**src/rtl/wb_soc_arb_pkg.sv**
```systemverilog
// Shared definitions for the two-master Wishbone CPU bus arbiter:
// FSM state codes, burst-type constants and the stall-counter width.
package wb_soc_arb_pkg;

    typedef logic [1:0] arb_state_t;

    localparam arb_state_t ST_IDLE  = 2'd0;
    localparam arb_state_t ST_OWN0  = 2'd1;
    localparam arb_state_t ST_OWN1  = 2'd2;
    localparam arb_state_t ST_ABORT = 2'd3;

    localparam logic [2:0] CTI_CLASSIC      = 3'b000;
    localparam logic [2:0] CTI_INCR_BURST   = 3'b010;
    localparam logic [2:0] CTI_END_OF_BURST = 3'b111;

    localparam int STALL_CNT_W = 8;

    // One-hot grant vector for a state: bit0 = m0, bit1 = m1.
    function automatic logic [1:0] grant_of(arb_state_t st);
        return {st == ST_OWN1, st == ST_OWN0};
    endfunction

endpackage

```
**src/rtl/wb_bus_watchdog.sv**
```systemverilog
// Stall watchdog: counts consecutive unanswered strobe cycles and flags the
// cycle in which the LIMIT-th such cycle occurs.
module wb_bus_watchdog
    import wb_soc_arb_pkg::*;
#(
    parameter int LIMIT = 255
) (
    input  logic clk_i,
    input  logic rst_i,
    input  logic en,
    input  logic clr,
    output logic expired
);

    localparam logic [STALL_CNT_W-1:0] LAST = STALL_CNT_W'(LIMIT - 1);

    logic [STALL_CNT_W-1:0] cnt;

    // NOTE: sequential state is written with non-blocking assignments only, so
    // every flop samples pre-edge values regardless of block ordering.
    always_ff @(posedge clk_i) begin
        if (rst_i || clr) begin
            cnt <= '0;
        end else if (en && cnt != '1) begin
            cnt <= cnt + STALL_CNT_W'(1);
        end
    end

    // Asserted during the stall cycle that would make the count reach LIMIT,
    // so a termination in that same cycle (which drops en) still wins.
    assign expired = en && (cnt == LAST);

endmodule

```
**src/rtl/wb_cpu_bus_arbiter.sv**
```systemverilog
// Two-master (instruction m0, data m1) Wishbone arbiter onto one slave bus,
// round-robin on ties, no preemption, with a stall timeout that forces err.
module wb_cpu_bus_arbiter
    import wb_soc_arb_pkg::*;
#(
    parameter int ADDRESS_WIDTH  = 32,
    parameter int DATA_WIDTH     = 32,
    parameter int TIMEOUT_CYCLES = 255
) (
    input  logic                     clk_i,
    input  logic                     rst_i,

    input  logic                     m0_cyc_i,
    input  logic                     m0_stb_i,
    input  logic                     m0_we_i,
    input  logic [ADDRESS_WIDTH-1:0] m0_adr_i,
    input  logic [DATA_WIDTH-1:0]    m0_dat_i,
    input  logic [3:0]               m0_sel_i,
    input  logic [2:0]               m0_cti_i,
    input  logic [1:0]               m0_bte_i,
    output logic                     m0_ack_o,
    output logic                     m0_err_o,
    output logic                     m0_rty_o,
    output logic [DATA_WIDTH-1:0]    m0_dat_o,

    input  logic                     m1_cyc_i,
    input  logic                     m1_stb_i,
    input  logic                     m1_we_i,
    input  logic [ADDRESS_WIDTH-1:0] m1_adr_i,
    input  logic [DATA_WIDTH-1:0]    m1_dat_i,
    input  logic [3:0]               m1_sel_i,
    input  logic [2:0]               m1_cti_i,
    input  logic [1:0]               m1_bte_i,
    output logic                     m1_ack_o,
    output logic                     m1_err_o,
    output logic                     m1_rty_o,
    output logic [DATA_WIDTH-1:0]    m1_dat_o,

    output logic                     s_cyc_o,
    output logic                     s_stb_o,
    output logic                     s_we_o,
    output logic [ADDRESS_WIDTH-1:0] s_adr_o,
    output logic [DATA_WIDTH-1:0]    s_dat_o,
    output logic [3:0]               s_sel_o,
    output logic [2:0]               s_cti_o,
    output logic [1:0]               s_bte_o,
    input  logic                     s_ack_i,
    input  logic                     s_err_i,
    input  logic                     s_rty_i,
    input  logic [DATA_WIDTH-1:0]    s_dat_i,

    output logic [1:0]               grant_o,
    output logic                     timeout_o
);

    arb_state_t state, state_d;
    logic       last_owner;   // 0: m0 owned last, 1: m1 owned last
    logic       owner;        // current/aborted owner, valid outside IDLE
    logic       own0, own1, owned, aborting, term;
    logic       stall_en, stall_clr, stall_expired;

    assign own0     = (state == ST_OWN0);
    assign own1     = (state == ST_OWN1);
    assign owned    = own0 || own1;
    assign aborting = (state == ST_ABORT);
    assign term     = s_ack_i || s_err_i || s_rty_i;

    // NOTE: every signal assigned in always_comb gets a default first, so no
    // path through the case/if tree can leave it unassigned and infer a latch.
    always_comb begin
        state_d = state;
        case (state)
            ST_IDLE: begin
                if (m0_cyc_i && m1_cyc_i) begin
                    state_d = last_owner ? ST_OWN0 : ST_OWN1;
                end else if (m0_cyc_i) begin
                    state_d = ST_OWN0;
                end else if (m1_cyc_i) begin
                    state_d = ST_OWN1;
                end
            end
            ST_OWN0: begin
                if (!m0_cyc_i)          state_d = ST_IDLE;
                else if (stall_expired) state_d = ST_ABORT;
            end
            ST_OWN1: begin
                if (!m1_cyc_i)          state_d = ST_IDLE;
                else if (stall_expired) state_d = ST_ABORT;
            end
            default: state_d = ST_IDLE;
        endcase
    end

    always_ff @(posedge clk_i) begin
        if (rst_i) begin
            state      <= ST_IDLE;
            last_owner <= 1'b0;
            owner      <= 1'b0;
        end else begin
            state <= state_d;
            if (state == ST_IDLE && state_d != ST_IDLE) begin
                owner <= (state_d == ST_OWN1);
            end
            if (state != ST_IDLE && state_d == ST_IDLE) begin
                last_owner <= owner;
            end
        end
    end

    // Slave bus follows the owner; everything is zero in IDLE and ABORT.
    always_comb begin
        s_cyc_o = 1'b0;
        s_stb_o = 1'b0;
        s_we_o  = 1'b0;
        s_adr_o = '0;
        s_dat_o = '0;
        s_sel_o = '0;
        s_cti_o = '0;
        s_bte_o = '0;
        if (own0) begin
            s_cyc_o = m0_cyc_i;
            s_stb_o = m0_stb_i;
            s_we_o  = m0_we_i;
            s_adr_o = m0_adr_i;
            s_dat_o = m0_dat_i;
            s_sel_o = m0_sel_i;
            s_cti_o = m0_cti_i;
            s_bte_o = m0_bte_i;
        end else if (own1) begin
            s_cyc_o = m1_cyc_i;
            s_stb_o = m1_stb_i;
            s_we_o  = m1_we_i;
            s_adr_o = m1_adr_i;
            s_dat_o = m1_dat_i;
            s_sel_o = m1_sel_i;
            s_cti_o = m1_cti_i;
            s_bte_o = m1_bte_i;
        end
    end

    assign m0_ack_o = own0 && s_ack_i;
    assign m0_rty_o = own0 && s_rty_i;
    assign m0_err_o = (own0 && s_err_i) || (aborting && !owner);
    assign m1_ack_o = own1 && s_ack_i;
    assign m1_rty_o = own1 && s_rty_i;
    assign m1_err_o = (own1 && s_err_i) || (aborting && owner);
    assign m0_dat_o = s_dat_i;
    assign m1_dat_o = s_dat_i;

    assign grant_o   = grant_of(state);
    assign timeout_o = aborting;

    assign stall_en  = owned && s_stb_o && !term;
    assign stall_clr = !owned || term;

    wb_bus_watchdog #(
        .LIMIT (TIMEOUT_CYCLES)
    ) u_watchdog (
        .clk_i   (clk_i),
        .rst_i   (rst_i),
        .en      (stall_en),
        .clr     (stall_clr),
        .expired (stall_expired)
    );

endmodule

```
**config.mk**
```make
export PLATFORM = sky130hd
export DESIGN_NAME = wb_cpu_bus_arbiter
export DESIGN_NICKNAME = d
export VERILOG_FILES = /design/src/rtl/wb_soc_arb_pkg.sv /design/src/rtl/wb_bus_watchdog.sv /design/src/rtl/wb_cpu_bus_arbiter.sv
export SDC_FILE = /design/constraint.sdc
export NUM_CORES = 1
export LEC_CHECK = 0
export CAP_MARGIN = 20
export CELL_PAD_IN_SITES_DETAIL_PLACEMENT = 0
export CELL_PAD_IN_SITES_GLOBAL_PLACEMENT = 1
export CORE_AREA = 2 2 131 133
export CTS_CLUSTER_SIZE = 12
export DETAILED_ROUTE_END_ITERATION = 16
export DIE_AREA = 0 0 133 135
export PLACE_DENSITY_LB_ADDON = 0.1
export SLEW_MARGIN = 20
export SYNTH_ARGS = -nofsm -noshare
export SYNTH_HDL_FRONTEND = slang
export SYNTH_HIERARCHICAL = 1
export SYNTH_SLANG_ARGS = --single-unit
```
**constraint.sdc**
```tcl
create_clock -name clk_i -period 3.6 [get_ports clk_i]
set_input_delay 0.36 -clock clk_i [delete_from_list [all_inputs] [get_ports clk_i]]
set_output_delay 0.36 -clock clk_i [all_outputs]
set_load 0.03 [all_outputs]
```
==> impl_metrics.env, run 1 <==
export IMPL_hp_start="last_owner$_SDFFE_PP0P_"
export IMPL_multi_input_area_sq_um=1225
export IMPL_synth_top_family_by_area="compound AO/OA/AOI/OAI gates"
export IMPL_worstReg2RegEnd="last_owner$_SDFFE_PP0P_"
export IMPL_synth_edf_count=0
export IMPL_reg2reg_from="state[0]$_SDFF_PP0_"
export IMPL_hold_violations=0
export IMPL_drt_first_iter_violations=47
export IMPL_die_h_um=135
export IMPL_synth_top_area_cell="a22o_1"
export IMPL_gr_total_overflow=0
export IMPL_synth_top_area_share_pct=31.65
export IMPL_synth_compound_area_share_pct=40.04
export IMPL_viasPerCell=4.011
export IMPL_worst_hold_path_num_cells=2
export IMPL_num_rows=47
export IMPL_synthCells=255
export IMPL_power_density_nw_per_um2=262.2
export IMPL_dp_hpwl_um=10430
export IMPL_crit_arrival_ns=2.81
export IMPL_fin_ws_ns=0.4261
export IMPL_route_detailed_drc=0
export IMPL_track_usage_pct=12.50
export IMPL_synth_adder_area_share_pct=4.164
export IMPL_place_ws_ns=0.6479
export IMPL_worst_pin_slew_ns=0.4989
export IMPL_cts_repair_resized=0
export IMPL_synth_xor_area_share_pct=0
export IMPL_synthSimpleGateAreaFrac_pct=11.78
export IMPL_clock_fmax_mhz=315.1
export IMPL_fin_crit_ns=3.174
export IMPL_fin_nets=618
export IMPL_maxSlewHeadroom_pct=66.74
export IMPL_cts_sinks=12
export IMPL_ys_ff_latch=12
export IMPL_final_antenna_net_count=0
export IMPL_syn_nets=451
export IMPL_gp_congestion=0.7789
export IMPL_skew_ns=0.0007128
export IMPL_clockRootBuffer="clkbuf_16"
export IMPL_via_count=2571
export IMPL_cts_tree="yes"
export IMPL_holdCritPathClass="reg -> reg"
export IMPL_grt_first_pass_wirelength_um=17070
export IMPL_cts_max_level=1
export IMPL_port_buffer_count=241
export IMPL_area_delta_synth_final_pct=105.1
export IMPL_dieArea_sq_um=17960
export IMPL_floorplan_initialDensity_pct=12.82
export IMPL_drive_gt1_share_pct=4.513
export IMPL_required_ns=3.24
export IMPL_clkLatencyLatePin_ns=0.24
export IMPL_hold_buffers=0
export IMPL_synth_cell_types=35
export IMPL_ys_warn_count=6
export IMPL_rr_worst_depth=12
export IMPL_tns_ns=0
export IMPL_crit_type="reg -> out"
export IMPL_synth_avg_cell_area_sq_um=8.248
export IMPL_slew_violations=0
export IMPL_grt_start_max_net_pins=60
export IMPL_synth_area_top_cells="a22o_1 32%, buf_4 24%, dfxtp_1 11%"
export IMPL_path_max_fanout=59
export IMPL_regToRegSetupSlack_ns=0.73
export IMPL_syn_area_sq_um=2103
export IMPL_maxCapViolations=0
export IMPL_antenna_found_initial=3
export IMPL_wire_per_inst_um=18.89
export IMPL_clkTransAtPathRegs_ns=0.04
export IMPL_period_share_pct=88.16
export IMPL_num_antenna_cells=0
export IMPL_rsz0062_at_grt="no"
export IMPL_p_leak_nw=1.528
export IMPL_io_pin_count=338
export IMPL_grt_pass1_vias=2698
export IMPL_async_reset_ff_share_pct=0
export IMPL_seq_area_sq_um=240.2
export IMPL_final_core_util_pct=26.29
export IMPL_die_x_um=133
export IMPL_setup_viol=0
export IMPL_cts_setup_buffers=0
export IMPL_yosysMostFrequentCell="a22o_1"
export IMPL_clk_path_buf_depth=2
export IMPL_worstHoldEndpoint="last_owner$_SDFFE_PP0P_"
export IMPL_yosysSeqAreaShare_pct=11.42
export IMPL_yosys_most_used_dff="dfxtp_1"
export IMPL_end_kind="output pin"
export IMPL_ir_drop_mv=0.1201
export IMPL_first_pass_iters=4
export IMPL_synth_top_cells_by_count="76 x a22o_1, 68 x buf_4, 12 x dfxtp_1"
export IMPL_cts_buffers=3
export IMPL_n_fill_cell=1768
export IMPL_whs_ns=0.5123
export IMPL_routed_wl_um=12110
export IMPL_crit_path_start_kind="flip-flop"
export IMPL_synth_area_mux_share_pct=1.904
export IMPL_core_sq_um=16410
export IMPL_run_status="finished, final reports clean"
metrics by stage:
stage	power, mW	cell area [sq um]	instances
floorplan	0.6480	2103	255
global placement	0.9178	4225	637
detailed placement	0.9138	4225	637
CTS	1.149	4314	641
global route	1.181	4314	641
finish	1.131	4314	641
sequential cells by signal, summed over array words and instances, names as in the netlist:
signal          count
owner               1
u_watchdog/cnt      8
state               2
last_owner          1
how the worst max path moves through the flow:
stage / cells after the start / slack, ns / to / startpoint
detailed placement: 10 / 0.65 / last_owner$_SDFFE_PP0P_ / s_ack_i
floorplan: 12 / 0.95 / last_owner$_SDFFE_PP0P_ / state[1]$_SDFF_PP0_
global route: 6 / 0.24 / s_adr_o[0] / state[0]$_SDFF_PP0_
global placement: 6 / 0.70 / s_adr_o[0] / state[0]$_SDFF_PP0_
CTS: 5 / 0.39 / s_adr_o[0] / state[1]$_SDFF_PP0_
finish: 6 / 0.43 / s_adr_o[0] / state[0]$_SDFF_PP0_
cells in the final DEF, fill, tap and decap left out, drive strengths merged:
master           n
a31oi            2
nand4            2
o2bb2ai          2
a2111oi          1
nor4             2
nor3             4
nor2             8
or2              1
a21oi            3
a211oi           6
nand2           10
o21ai            5
nor2b            2
buf              4
ha               7
a22o            76
or4b             1
a22oi            1
dfxtp           12
inv              8
and4             2
clkdlybuf4s50  241
o31a             1
clkbuf           4
mux2i            4
nor3b            1
nand3            4
and2             4
or3              2
o31ai            1
worst max-delay path, cell delays in order, from the launching register on:
cell and delay, ns:
dfxtp_1 0.37, inv_1 0.11, ha_1 0.31, nor2b_4 0.49, buf_12 0.31, a22o_1 0.24
clkdlybuf4s50_1 0.70
per-layer routing:
layer	part of all wire, %	routed length [um]	global-route usage (%)	vias to the layer above
met5	0.20	24	0	-
met4	1.2	148	2.031	6
met3	12	1444	6.644	16
met2	54	6597	24.47	143
met1	32	3893	11.61	1175
li1	-	-	-	1231
cell type report:
cell class                 count  area share (%)
clock buffer                   4           2.059
inverter                       8          0.6961
multi-input combinational    152           28.39
sequential                    12           5.568
tap                          220           6.381
timing repair buffer         245           56.90
where the power goes:
group | leakage [nW] | total (mW) | internal, mW | switching (mW)
logic | 1.39 | 0.757 | 0.382 | 0.374
clock network | 0.0442 | 0.229 | 0.168 | 0.0614
registers | 0.0973 | 0.145 | 0.138 | 0.00681
total | 1.53 | 1.13 | 0.689 | 0.443
cell families (layout without fill, tap and decap cells):
family | Yosys count | in the layout
compound gates | 98 | 98
buf+inv | 91 | 257
simple gates | 43 | 43
flops | 12 | 12
fa+ha+maj | 7 | 7
mux | 4 | 4
Note: power is estimated with default switching activity, not from simulation.
==> run 2: changes to the inputs <==
Settings changed: ABC_CLOCK_PERIOD_IN_PS set to 3600, SLEW_MARGIN 20 to 5.
==> results of run 2 <==
Same layout as run 1: the final DEF is identical, and so are final timing and power.
==> run 3: changes to the inputs <==
Settings changed: CORE_AREA 2 2 131 133 to unset, CORE_MARGIN set to 3, CORE_UTILIZATION set to 13, DIE_AREA 0 0 133 135 to unset.
==> run 3 against run 2 <==
Compared with the run above:
- worst setup slack gained 0.20 ns
- clock skew hardly changed
- first-iteration DRC count is the same
- clock-buffer cell count shrank 1
- routed wire length fell by 0.57%
- global-route usage grew 0.15 points
- power is 2.6% lower
- final cell count fell by 1.6%
- flip-flop and latch count stayed put
- register-to-register slack better by 0.03 ns
- largest cell class unchanged
- largest power group unchanged
==> impl_metrics.env, run 3 (synthesized netlist as in run 1, its figures left out) <==
export IMPL_wire_per_inst_um=19.08
export IMPL_post_place_cells=628
export IMPL_cts_repair_resized=0
export IMPL_antenna_found_initial=3
export IMPL_period_share_pct=82.67
export IMPL_mostFrequentLayoutCell="clkdlybuf4s50_1"
export IMPL_final_cell_mix="241 x clkdlybuf4s50_1, 76 x a22o_1, 12 x dfxtp_1, 10 x nand2_1"
export IMPL_final_antenna_net_count=0
export IMPL_num_antenna_cells=0
export IMPL_grt_start_max_net_pins=83
export IMPL_area_delta_synth_final_pct=103.9
export IMPL_run_status="finished, final reports clean"
export IMPL_path_max_fanout=39
export IMPL_drive_gt1_share_pct=4.286
export IMPL_core_sq_um=15540
export IMPL_drt_first_iter_violations=47
export IMPL_crit_path_start_kind="flip-flop"
export IMPL_crit_path_start="state[0]$_SDFF_PP0_"
export IMPL_routed_wl_um=12040
export IMPL_gp_congestion=0.7747
export IMPL_viasPerCell=4.035
export IMPL_crit_type="reg -> out"
export IMPL_grt_first_pass_wirelength_um=17020
export IMPL_maxCapViolations=0
export IMPL_track_usage_pct=12.66
export IMPL_n_fill_cell=1695
export IMPL_post_layout_nonfiller_instances=631
export IMPL_fin_nets=618
export IMPL_power_density_nw_per_um2=256.7
export IMPL_cts_max_level=1
export IMPL_multi_input_area_sq_um=1225
export IMPL_grt_pass1_vias=2619
export IMPL_cts_buffers=3
export IMPL_tns_ns=0
export IMPL_clock_fmax_mhz=336.0
export IMPL_cts_sinks=12
export IMPL_floorplan_initialDensity_pct=13.53
export IMPL_port_buffer_count=241
export IMPL_crit_arrival_ns=2.62
export IMPL_worst_pin_slew_ns=0.4578
export IMPL_slew_violations=0
export IMPL_ir_drop_mv=0.1735
export IMPL_maxSlewHeadroom_pct=69.48
export IMPL_reg_top3="u_watchdog/cnt x8, state x2"
export IMPL_hold_violations=0
export IMPL_regMostFlops="u_watchdog/cnt"
export IMPL_via_count=2546
export IMPL_cts_tree="yes"
export IMPL_whs_ns=0.5111
export IMPL_rsz0062_at_grt="no"
export IMPL_gr_total_overflow=0
export IMPL_holdCritPathClass="reg -> reg"
export IMPL_seq_area_sq_um=240.2
export IMPL_setup_viol=0
export IMPL_largest_reg_flops=8
export IMPL_final_core_util_pct=27.60
export IMPL_cts_setup_buffers=0
export IMPL_io_pin_count=338
export IMPL_route_detailed_drc=0
export IMPL_clk_path_buf_depth=2
export IMPL_fin_crit_ns=2.976
export IMPL_end_kind="output pin"
export IMPL_dp_hpwl_um=10310
export IMPL_total_power_mw=1.101
export IMPL_clockRootBuffer="clkbuf_16"
export IMPL_required_ns=3.24
export IMPL_first_pass_iters=6
export IMPL_clkLatencyLatePin_ns=0.24
export IMPL_dieArea_sq_um=17740
export IMPL_die_h_um=133.2
export IMPL_die_x_um=133.2
export IMPL_reg2reg_from="state[1]$_SDFF_PP0_"
export IMPL_p_leak_nw=1.521
export IMPL_skew_ns=0.001082
export IMPL_hp_start="last_owner$_SDFFE_PP0P_"
export IMPL_hold_buffers=0
export IMPL_num_rows=45
export IMPL_clkTransAtPathRegs_ns=0.04
[run 3: cell types whose count changed in the layout (fill, tap and decap cells not counted)]
cell | before | now
clkbuf_8 | 1 | 0
[run 3: stage by stage]
stage	setup slack [ns]	instance area (sq um)
floorplan	0.9472	2103
global placement	0.7651	4214
detailed placement	0.6706	4214
CTS	0.5682	4289
global route	0.4273	4289
finish	0.6237	4289
[run 3: critical path: stages (launching register included)]
cell and delay (ns):
dfxtp_1 0.36, inv_1 0.11, ha_1 0.34, nor2b_4 0.23, buf_4 0.40, a22o_1 0.20, clkdlybuf4s50_1 0.72
[run 3: path summary, 6_finish.rpt]
path	to	slack, ns	depth (start not counted)
setup / recovery	s_adr_o[2]	0.62	6
hold / removal	last_owner$_SDFFE_PP0P_	0.51	2
setup reg to reg	last_owner$_SDFFE_PP0P_	0.76	11
hold reg to reg	last_owner$_SDFFE_PP0P_	0.51	2
[run 3: layout make-up]
cell class | count | area share, %
inverters | 8 | 0.7001
clock buffers | 3 | 1.750
repair buffers | 245 | 57.23
multi-input cells | 152 | 28.56
well taps | 211 | 6.155
flip-flops and latches | 12 | 5.601
[run 3: power by group]
group          internal [mW]  switching [mW]  total, mW  leakage [nW]
Clock                  0.145          0.0584      0.203        0.0370
Sequential             0.138         0.00640      0.145        0.0973
Combinational          0.381           0.372      0.753          1.39
Total                  0.664           0.437       1.10          1.52
[run 3: layer usage]
metal,global-route usage [%],vias up,wire (um)
li1,-,1227,-
met1,12.26,1168,3917
met2,24.04,135,6609
met3,6.873,10,1406
met4,1.943,6,74
met5,0,-,30
